==> src/rtl/dff_pipe_n.sv <==
// dff_pipe_n: WIDTH-bit, DEPTH-stage elastic register pipeline.
// Each stage has its own valid bit. The ready chain collapses bubbles, so a
// stalled output only blocks the stages that hold words behind it.
// Both ends use valid/ready handshakes. A synchronous flush clears every
// stage, and a registered occupancy count tracks the held words.
// Optional build macro: DFF_PIPE_PARITY_EN adds a per-stage even-parity bit
// and a sticky parity_err flag. When it is undefined, parity_err is tied to 0.
module dff_pipe_n #(
  parameter  int WIDTH = 4,
  parameter  int DEPTH = 3,
  localparam int CW    = $clog2(DEPTH + 1)
) (
  input  logic             clk,
  input  logic             rst,
  input  logic             flush,
  input  logic             in_valid,
  input  logic [WIDTH-1:0] in_data,
  output logic             in_ready,
  output logic             out_valid,
  output logic [WIDTH-1:0] out_data,
  input  logic             out_ready,
  output logic [CW-1:0]    count,
  output logic             parity_err
);

  logic [WIDTH-1:0] data [DEPTH];
  logic [DEPTH-1:0] vld;
  logic [DEPTH-1:0] rdy;
  logic             rdy_acc;
  logic             accept;
  logic             emit;
  logic [CW-1:0]    count_nxt;

  // Ready chain: a stage may advance when it is empty or when there is a
  // hole anywhere downstream of it (including a consumer that is ready).
  // Stage i is ready when out_ready is high or any stage j >= i is empty.
  // Building it as an OR-accumulation from the output side keeps the
  // logic free of combinational self-reference on rdy.
  always_comb begin
    rdy     = '0;
    rdy_acc = out_ready;
    for (int i = DEPTH - 1; i >= 0; i--) begin
      rdy_acc = rdy_acc | ~vld[i];
      rdy[i]  = rdy_acc;
    end
  end

  assign in_ready  = rdy[0] & ~flush & rst;
  assign accept    = in_valid & in_ready;
  assign out_valid = vld[DEPTH-1];
  assign out_data  = data[DEPTH-1];
  assign emit      = vld[DEPTH-1] & out_ready;

  // Occupancy: plus one on accept, minus one on emit. Accept and emit on
  // the same edge leave the count unchanged.
  always_comb begin
    count_nxt = count;
    if (accept && !emit) begin
      count_nxt = count + 1'b1;
    end else if (!accept && emit) begin
      count_nxt = count - 1'b1;
    end
  end

  // Stage registers. Flush clears the valid bits and holds the data.
  // Otherwise each ready stage takes the word from the stage before it.
  // Stage 0 loads in_data only on an accept.
  always_ff @(posedge clk or negedge rst) begin
    if (!rst) begin
      vld <= '0;
      for (int i = 0; i < DEPTH; i++) begin
        data[i] <= '0;
      end
    end else if (flush) begin
      vld <= '0;
    end else begin
      if (rdy[0]) begin
        vld[0] <= accept;
        if (accept) begin
          data[0] <= in_data;
        end
      end
      for (int i = 1; i < DEPTH; i++) begin
        if (rdy[i]) begin
          vld[i]  <= vld[i-1];
          data[i] <= data[i-1];
        end
      end
    end
  end

  // Registered occupancy count. Flush empties the pipe.
  always_ff @(posedge clk or negedge rst) begin
    if (!rst) begin
      count <= '0;
    end else if (flush) begin
      count <= '0;
    end else begin
      count <= count_nxt;
    end
  end

`ifdef DFF_PIPE_PARITY_EN
  logic [DEPTH-1:0] par;

  // Each parity bit moves with its word. It is set so that the word plus
  // its parity bit has even parity.
  always_ff @(posedge clk or negedge rst) begin
    if (!rst) begin
      par <= '0;
    end else if (!flush) begin
      if (rdy[0] && accept) begin
        par[0] <= ^in_data;
      end
      for (int i = 1; i < DEPTH; i++) begin
        if (rdy[i]) begin
          par[i] <= par[i-1];
        end
      end
    end
  end

  // Recheck parity on every emit. The error stays set until flush or reset.
  always_ff @(posedge clk or negedge rst) begin
    if (!rst) begin
      parity_err <= 1'b0;
    end else if (flush) begin
      parity_err <= 1'b0;
    end else if (emit && ((^out_data) != par[DEPTH-1])) begin
      parity_err <= 1'b1;
    end
  end
`else
  assign parity_err = 1'b0;
`endif

endmodule

==> config.mk <==
export PLATFORM = sky130hd
export DESIGN_NAME = dff_pipe_n
export DESIGN_NICKNAME = d
export VERILOG_FILES = /design/src/rtl/dff_pipe_n.sv
export SDC_FILE = /design/constraint.sdc
export NUM_CORES = 1
export LEC_CHECK = 0
export CAP_MARGIN = 0
export CORE_MARGIN = 2
export CORE_UTILIZATION = 47
export DETAILED_ROUTE_END_ITERATION = 10
export GPL_ROUTABILITY_DRIVEN = 0
export PLACE_DENSITY = 0.76
export SETUP_SLACK_MARGIN = 0.05
export SYNTH_ARGS = -nofsm -noshare
export SYNTH_HDL_FRONTEND = slang
export SYNTH_SLANG_ARGS = --single-unit
==> constraint.sdc <==
create_clock -name clk -period 2.36 [get_ports clk]
set_clock_uncertainty 0.1 [all_clocks]
set_input_delay 0.236 -clock clk [delete_from_list [all_inputs] [get_ports clk]]
set_output_delay 0.236 -clock clk [all_outputs]
set_load 0.05 [all_outputs]
==> results of run 1 <==
-- where the power goes --
part,internal (mW),total (mW),switching [mW],leakage [nW]
sequential,0.343,0.370,0.0263,0.211
combinational,0.0990,0.225,0.126,0.183
clock,0.0628,0.150,0.0874,0.0177
total,0.505,0.745,0.240,0.411
-- sequential cells by signal, indices dropped and copies added, names as in the netlist --
signal / flops
out_data: 4
data: 8
vld: 3
count: 2
-- through the flow --
step	hold slack [ns]	instance area [um2]	worst slack, ns
CTS	0.0794	951	0.502
finish	0.0927	951	0.519
global route	0.0865	951	0.458
detailed placement	0.391	923	0.372
floorplan	-0.160	759	0.452
global placement	0.377	923	0.455
-- worst paths after layout --
check	from	to	slack, ns
max	count[0]	count[0]	0.52
min	rst	count[1]	0.09
max reg2reg	vld[1]	count[1]	0.74
min reg2reg	data[6]	data[6]	0.41
max in group asynchronous	rst	out_data[0]	1.59
min in group clk	data[6]	data[6]	0.41
-- cell type report --
class,count,area [um2]
fill,126,556
sequential,17,425
multi-input combinational,36,293
timing repair buffer,18,185
clock buffer,3,22.5
tap,16,20.0
clock inverter,1,5.00
-- per-layer routing --
layer | vias up | GRT usage (%) | wire length (um)
li1 | 225 | - | -
met3 | 2 | 1.22 | 39
met2 | 10 | 21.8 | 585
met5 | - | 0 | 0
met4 | 0 | 10.9 | 20
met1 | 221 | 21.3 | 548
-- kinds of logic (layout without fill, tap and decap cells) --
group	Yosys count	count (layout)	synth area share (%)
other	1	1	0.497
AO/OA/AOI/OAI	3	3	1.99
multiplexers	14	14	20.7
AND/OR/NAND/NOR	16	16	12.6
buffers and inverters	6	22	5.47
XOR/XNOR	2	2	2.32
flip-flops	17	17	56.4
-- placed cells by master (no fill, tap or decap) --
cell type,count
a21oi_1,3
and2_1,1
and2b_1,1
and4b_4,1
buf_12,1
buf_4,2
clkbuf_4,3
clkdlybuf4s50_1,15
clkinv_2,1
conb_1,1
dfrtp_1,17
mux2_1,1
mux2_2,12
mux2i_1,1
nand2_1,2
nor2_1,8
nor2b_1,1
nor3_4,1
nor3b_2,1
xnor2_1,2
==> impl_results.md, run 1 <==
- Status: finished clean
- Most frequent cell after synthesis: dfrtp_1
- RSZ-0062 raised after global routing: false
- Grt total ovfl: 0
- CP Launch Type: register
- Final hold vios: 0
- Max-slew violations: 0
- Hold WC Path Type: primary input to async pin
- Clk slew on worst S/H paths: approximately 0.10 ns
- Clock sinks: 17
- Synth Register Bits: 17
- CP max-delay cell: clkdlybuf4s50_1
- Area of the mapped netlist: roughly 750 um2
- Root buf cell: clkbuf_4
- Overall routing resource usage: between 15 and 20%
- Post-synth top area share: between 50% and 60%
- Routed Antenna Nets: 0
- Number of CTS-inserted buffers: 3
- Post-cts sizing count: 0
- CP max FO: 4
- Period minus WS final: 1.84 ns
- Dpl hpwl: 994 um
- LEAKAGE: approximately 0.41 nW
- Largest net degree at the start of global routing: 15
- P per Cell Area: a little under 800 nW/um2
- Max-Cap Viols: 0
- Peak supply drop: approximately 390 uV
- Avg Synthesized Cell Area: 12.8 um2
- Post-CTS Setup Bufs: 0
- Worst path depth: 1
- Residual DRC: 0
- NumNets Final: between 80 and 90
- Starting density of the core: between 50% and 60%
- Crit. End Element: output pin
- Initial DRC Count: 3
- Cts hold-fix bufs: 0
- Netlist cell types: 17
- Io pins: 18
- Critical path class: register to output pin
- CP max stage delay: a little over 0.8 ns
- Synth Flop Type: dfrtp_1
- # placed instances: 87
- Die area: approximately 1900 um2
- Vias: 458
- Max_slew headroom: 66.6%
- Vias per cell: approximately 5
- Diode count: 0
- Row cnt: 14
- Global-route wire length before repair: roughly 2.0 mm
- Final core occ: a little over three fifths
- Share of layout cells above drive strength 1: 29.3%
- DRT Pass-1 Iters: 4
- Die Wd: about 44 um
- Die height: roughly 44 um
- Overall power: between 0.7 and 0.8 mW
- Mean routed wirelength per cell: between 10 and 15 um
- Vias in the first global route: 435
- Setup violations, final: 0
- Cell family with most CP delay: buffers and inverters
- Top cells by count, synth: dfrtp_1 (17), mux2_2 (12), nor2_1 (8), buf_4 (5), a21oi_1 (3)
- Reg2reg path depth: 4
- CTS tree: yes
- CORE AREA: approximately 1500 um2
- Post-synth EDFFs: 0
- Final worst-path cycle share: a little under 80%
- Top cells by area, synth: dfrtp_1 (56%), mux2_2 (18%), buf_4 (5.0%), nor2_1 (4.0%), xnor2_1 (2.3%)
- Non-filler cells in the finished layout: 91
- Post-Syn Instances: 59
- Post-Route WL: 1.19 mm
- Asr flop ratio synth: 100%
- Data arrival, critical path: around 1.5 ns
- Syn Nets: 68
- CP Cell Sequence: clkdlybuf4s50_1
- Antenna violations before repair: 0
- Clk Latency, worst-skew pair: ~0.28 ns
- Setup TNS: 0 ns
- P&R area growth vs syn: 26.0%
- Worst Tran Pin Value: between 0.4 and 0.5 ns
- Worst Path Buf+Inv: 1
- Top cell type by total area after synthesis: dfrtp_1
- CTS H-Tree Depth: 1
- Clk buf depth: 2
- Max frequency: around 0.54 GHz
- Port buffer count: 16
- Syn. warnings: 0
- Sequential share of the synthesized area: 56.4%
- Crit path required time: slightly above 2 ns
Note: power is estimated with default switching activity, not from simulation.
==> inputs of run 2 (changes only) <==
- clock period: 2.36 -> 1.72 ns (I/O delays scaled with it)
==> impl_results.md, run 2 (same netlist as run 1, synthesis figures left out) <==
- Cell family with most CP delay: simple AND/OR/NAND/NOR gates
- CP max stage delay: between 0.4 and 0.5 ns
- Row cnt: 14
- Logic pwr share: between 30% and 40%
- CTS tree: yes
- Diode count: 0
- Share of layout cells above drive strength 1: between 40% and 50%
- Clk pwr share: roughly 20%
- Io pins: 18
- Clock sinks: 17
- Residual DRC: 0
- Vias per cell: about 5
- Final worst-path cycle share: a little under 100%
- Setup crit start: vld[2]
- Period minus WS final: roughly 1.7 ns
- Psw: between 0.3 and 0.4 mW
- Die area: around 1900 um2
- Status: finished clean
- Sw Ratio: between 30% and 40%
- Initial DRC Count: 8
- Mean routed wirelength per cell: 12.9 um
- CP Cell Sequence: and4b_4 -> buf_6 -> nor3b_4 -> buf_12
- Dpl hpwl: approximately 910 um
- CP max FO: 2
- Clk buf depth: 2
- Die Wd: approximately 44 um
- Max-slew violations: 0
- P per Cell Area: 997 nW/um2
- Crit path required time: about 1.5 ns
- R2R Setup Slk: 0.08 ns
- CP Launch Type: register
- Starting density of the core: about half
- DRT Pass-1 Iters: 4
- Max-Cap Viols: 0
- Port buffer count: 16
- WHS: between 0.1 and 0.15 ns
- Largest register FFs: 8
- Overall power: about 1.0 mW
- CORE AREA: 1510 um2
- Flop pwr share: 49.4%
- NumNets Final: 95
- Peak supply drop: about 540 uV
- Worst Path Buf+Inv: 2
- Worst R2R Start: vld[2]
- LEAKAGE: about 0.47 nW
- Max frequency: around 0.6 GHz
- Number of CTS-inserted buffers: 3
- RSZ-0062 raised after global routing: true
- CTS H-Tree Depth: 1
- Hold WC Path Type: primary input to async pin
- Critical path class: register to output pin
- Area post-placement: approximately 950 um2
- P&R area growth vs syn: 36.2%
- Cell Int Power: between 0.6 and 0.7 mW
- Final Cell Area: approximately 1000 um2
- Data arrival, critical path: roughly 1.4 ns
- # placed instances: 93
- Non-filler cells in the finished layout: 101
- Largest net degree at the start of global routing: 20
- Largest reg by FF count: data
- Clk Latency, worst-skew pair: 0.28 ns
- Setup violations, final: 0
- CP max-delay cell: dfrtp_2
- Crit. End Element: output pin
- Overall routing resource usage: 15.2%
- Final hold vios: 0
- Grt total ovfl: 0
- Vias in the first global route: between 400 and 500
- Commonest non-fill, non-tap cell in the layout: buf_4
- Most frequent cells in the layout: buf_4 (17), dfrtp_1 (16), mux2_2 (12)
- Post-Route WL: 1.30 mm
- Routed Antenna Nets: 0
- Die height: between 40 and 50 um
- Setup TNS: 0 ns
- Global-route wire length before repair: just over 2 mm
- Antenna violations before repair: 0
- Cts hold-fix bufs: 0
- Root buf cell: clkbuf_4
- Clk slew on worst S/H paths: approximately 0.1 ns
- Vias: between 500 and 600
run 2: worst paths after layout:
check | endpoint | depth (start not counted)
worst max-delay path | in_ready | 4
worst min-delay path | data[5] | 2
worst max register to register | count[1] | 5
worst min register to register | out_data[3] | 1
max in group asynchronous | vld[2] | 2
min in group clk | data[9] | 2
run 2: stage by stage:
| step | setup WS, ns | utilization [%] |
|---|---|---|
| after floorplan | -0.0353 | - |
| after CTS | 0.0251 | 67.7 |
| after global placement | -0.0567 | 63.2 |
| final | 0.0527 | 68.2 |
| after detailed placement | -0.0888 | 63.2 |
| after global routing | -0.00828 | 68.2 |
run 2: cell type report:
| type | instances | area (um2) |
|---|---|---|
| Clock inverter | 1 | 5.00 |
| Tap cell | 16 | 20.0 |
| Timing Repair Buffer | 28 | 250 |
| Fill cell | 115 | 479 |
| Sequential cell | 17 | 427 |
| Clock buffer | 3 | 22.5 |
| Multi-Input combinational cell | 36 | 303 |
run 2: what timing repair did:
| item | CTS | global route |
|---|---|---|
| setup buffers | 4 | 0 |
| resized for setup | 2 | 2 |
| pin swaps | 2 | 1 |
| setup endpoints to repair | 1 | 7 |
run 2: power by group through the flow:
stage          sequential [mW]  combinational [mW]  clock (mW)
2_1_floorplan            0.515               0.241           0
3_3_place_gp             0.514               0.304           0
3_5_place_dp             0.517               0.308           0
4_1_cts                  0.508               0.312       0.220
5_1_grt                  0.517               0.327       0.233
6_report                 0.506               0.311       0.207
run 2: layer usage:
metal	up-vias	track usage [%]	wire length, um
met3	2	2.45	30
met1	256	21.1	592
li1	244	-	-
met2	9	21.5	650
met4	0	10.9	29
met5	-	0	0
==> inputs of run 3 (changes only) <==
- CORE_UTILIZATION: 47 -> 50
- PLACE_DENSITY: 0.76 -> 0.8
- clock period: 1.72 -> 2.05 ns (I/O delays scaled with it)
==> impl_results.md, run 3 (same netlist as run 1, synthesis figures left out) <==
- Global-route wire length before repair: around 2.0 mm
- Max_slew headroom: around 67%
- Commonest non-fill, non-tap cell in the layout: dfrtp_1
- Area post-placement: approximately 930 um2
- Status: finished clean
- Worst Path Buf+Inv: 1
- Final WS setup: ~0.23 ns
- Max-Cap Viols: 0
- Fillers: between 100 and 150
- Post-place setup slack: around 0.15 ns
- Cell Int Power: 0.586 mW
- CP max FO: 4
- Die Wd: 42.8 um
- Dpl hpwl: 908 um
- Logic pwr share: 30.1%
- Met2 Track Usage GR: between 20 and 25%
- Port buffer count: 16
- Die height: 42.8 um
- Diode count: 0
- Setup violations, final: 0
- Overall routing resource usage: roughly 16%
- Number of CTS-inserted buffers: 3
- Final Cell Area: 957 um2
- Vias per cell: about 5
- R2R Setup Slk: 0.45 ns
- Clk Latency, worst-skew pair: ~0.29 ns
- CP max-delay cell: clkdlybuf4s50_1
- Io pins: 18
- Final hold vios: 0
- Reg-to-Reg End: count[1]
- Largest net degree at the start of global routing: 19
- Clk buf depth: 2
- Post-CTS Setup Bufs: 0
- Clk pwr share: roughly a fifth
- Final core occ: 65.8%
- Final worst-path cycle share: between 80% and 90%
- CTS H-Tree Depth: 1
- Multi-input gate area: between 200 and 300 um2
- CP max stage delay: between 0.8 and 0.9 ns
- Sequential standard cell area: 425 um2
- Psw: about 0.28 mW
- Reg2reg path depth: 4
- Most frequent cells in the layout: dfrtp_1 (17), clkdlybuf4s50_1 (15), mux2_2 (12)
- CORE AREA: 1450 um2
- Setup TNS: 0 ns
- Grt total ovfl: 0
- CP Launch Type: register
- Residual DRC: 0
- Flop pwr share: between 40% and 50%
- DRT Pass-1 Iters: 1
- Crit path required time: between 1.5 and 2 ns
- Share of layout cells above drive strength 1: between 20% and 30%
- Hold WC Path Type: primary input to async pin
- LEAKAGE: approximately 0.41 nW
- Clock sinks: 17
- Max-slew violations: 0
- Vias: between 400 and 500
- Cts hold-fix bufs: 0
- Overall power: approximately 0.86 mW
- Critical path class: register to output pin
- Sw Ratio: between 30 and 40%
- Antenna violations before repair: 0
- P per Cell Area: between 900 and 1000 nW/um2
- Clk slew on worst S/H paths: 0.10 ns
- Row cnt: 14
- Period minus WS final: about 1.8 ns
- Cell family with most CP delay: buffers and inverters
- WHS: approximately 0.23 ns
- Peak supply drop: around 420 uV
- Busiest grt layer: met2
- Mean routed wirelength per cell: approximately 13 um
- Largest register FFs: 8
- Vias in the first global route: about 460
- Worst R2R Start: vld[1]
- CTS tree: yes
- # placed instances: approximately 90
- NumNets Final: 86
- Post-Route WL: approximately 1.2 mm
- Starting density of the core: approximately 52%
- Worst Tran Pin Value: 0.500 ns
- Data arrival, critical path: 1.51 ns
- Die area: roughly 1800 um2
- Initial DRC Count: 0
- Met1 usage: roughly a fifth
- Crit. End Element: output pin
- CP Cell Sequence: clkdlybuf4s50_1
- Max frequency: around 0.55 GHz
- P&R area growth vs syn: 26.9%
- Largest reg by FF count: data
- Root buf cell: clkbuf_4
- Post-cts sizing count: 0
- Grt met3 use: slightly above 5%
- RSZ-0062 raised after global routing: false
- Non-filler cells in the finished layout: 92
- Routed Antenna Nets: 0
## run 3: changes by cell type in the layout (fill, tap and decap cells not counted), sizes merged
cell / before / now
clkbuf: 3 / 4
buf: 20 / 4
clkdlybuf4s50: 8 / 15
clkinv: 1 / 0
## run 3: how the worst max path moves through the flow
| stage | startpoint | end | slack (ns) | depth (start not counted) |
|---|---|---|---|---|
| 6_report | count[0] | count[0] | 0.23 | 1 |
| 5_1_grt | count[0] | count[0] | 0.16 | 1 |
| 4_1_cts | count[0] | count[0] | 0.21 | 1 |
| 3_5_place_dp | out_ready | data[7] | 0.15 | 4 |
| 3_3_place_gp | out_ready | data[4] | 0.18 | 4 |
| 2_1_floorplan | vld[2] | count[1] | 0.14 | 4 |
## run 3: cell type report
cell class	instances	area share [%]
clock buffers	4	2.75
repair buffers	19	20.1
multi-input cells	36	30.6
flip-flops and latches	17	44.4
well taps	16	2.09
## run 3: power by group through the flow
stage	logic, mW	clock network [mW]	registers, mW
5_1_grt	0.275	0.203	0.438
3_3_place_gp	0.258	0	0.430
4_1_cts	0.263	0.187	0.428
2_1_floorplan	0.202	0	0.432
6_report	0.260	0.176	0.427
3_5_place_dp	0.263	0	0.435
## run 3: metal layers
metal,vias to the layer above,wire (um)
li1,226,-
met1,221,532
met2,9,575
met3,2,28
met4,0,14
met5,-,0
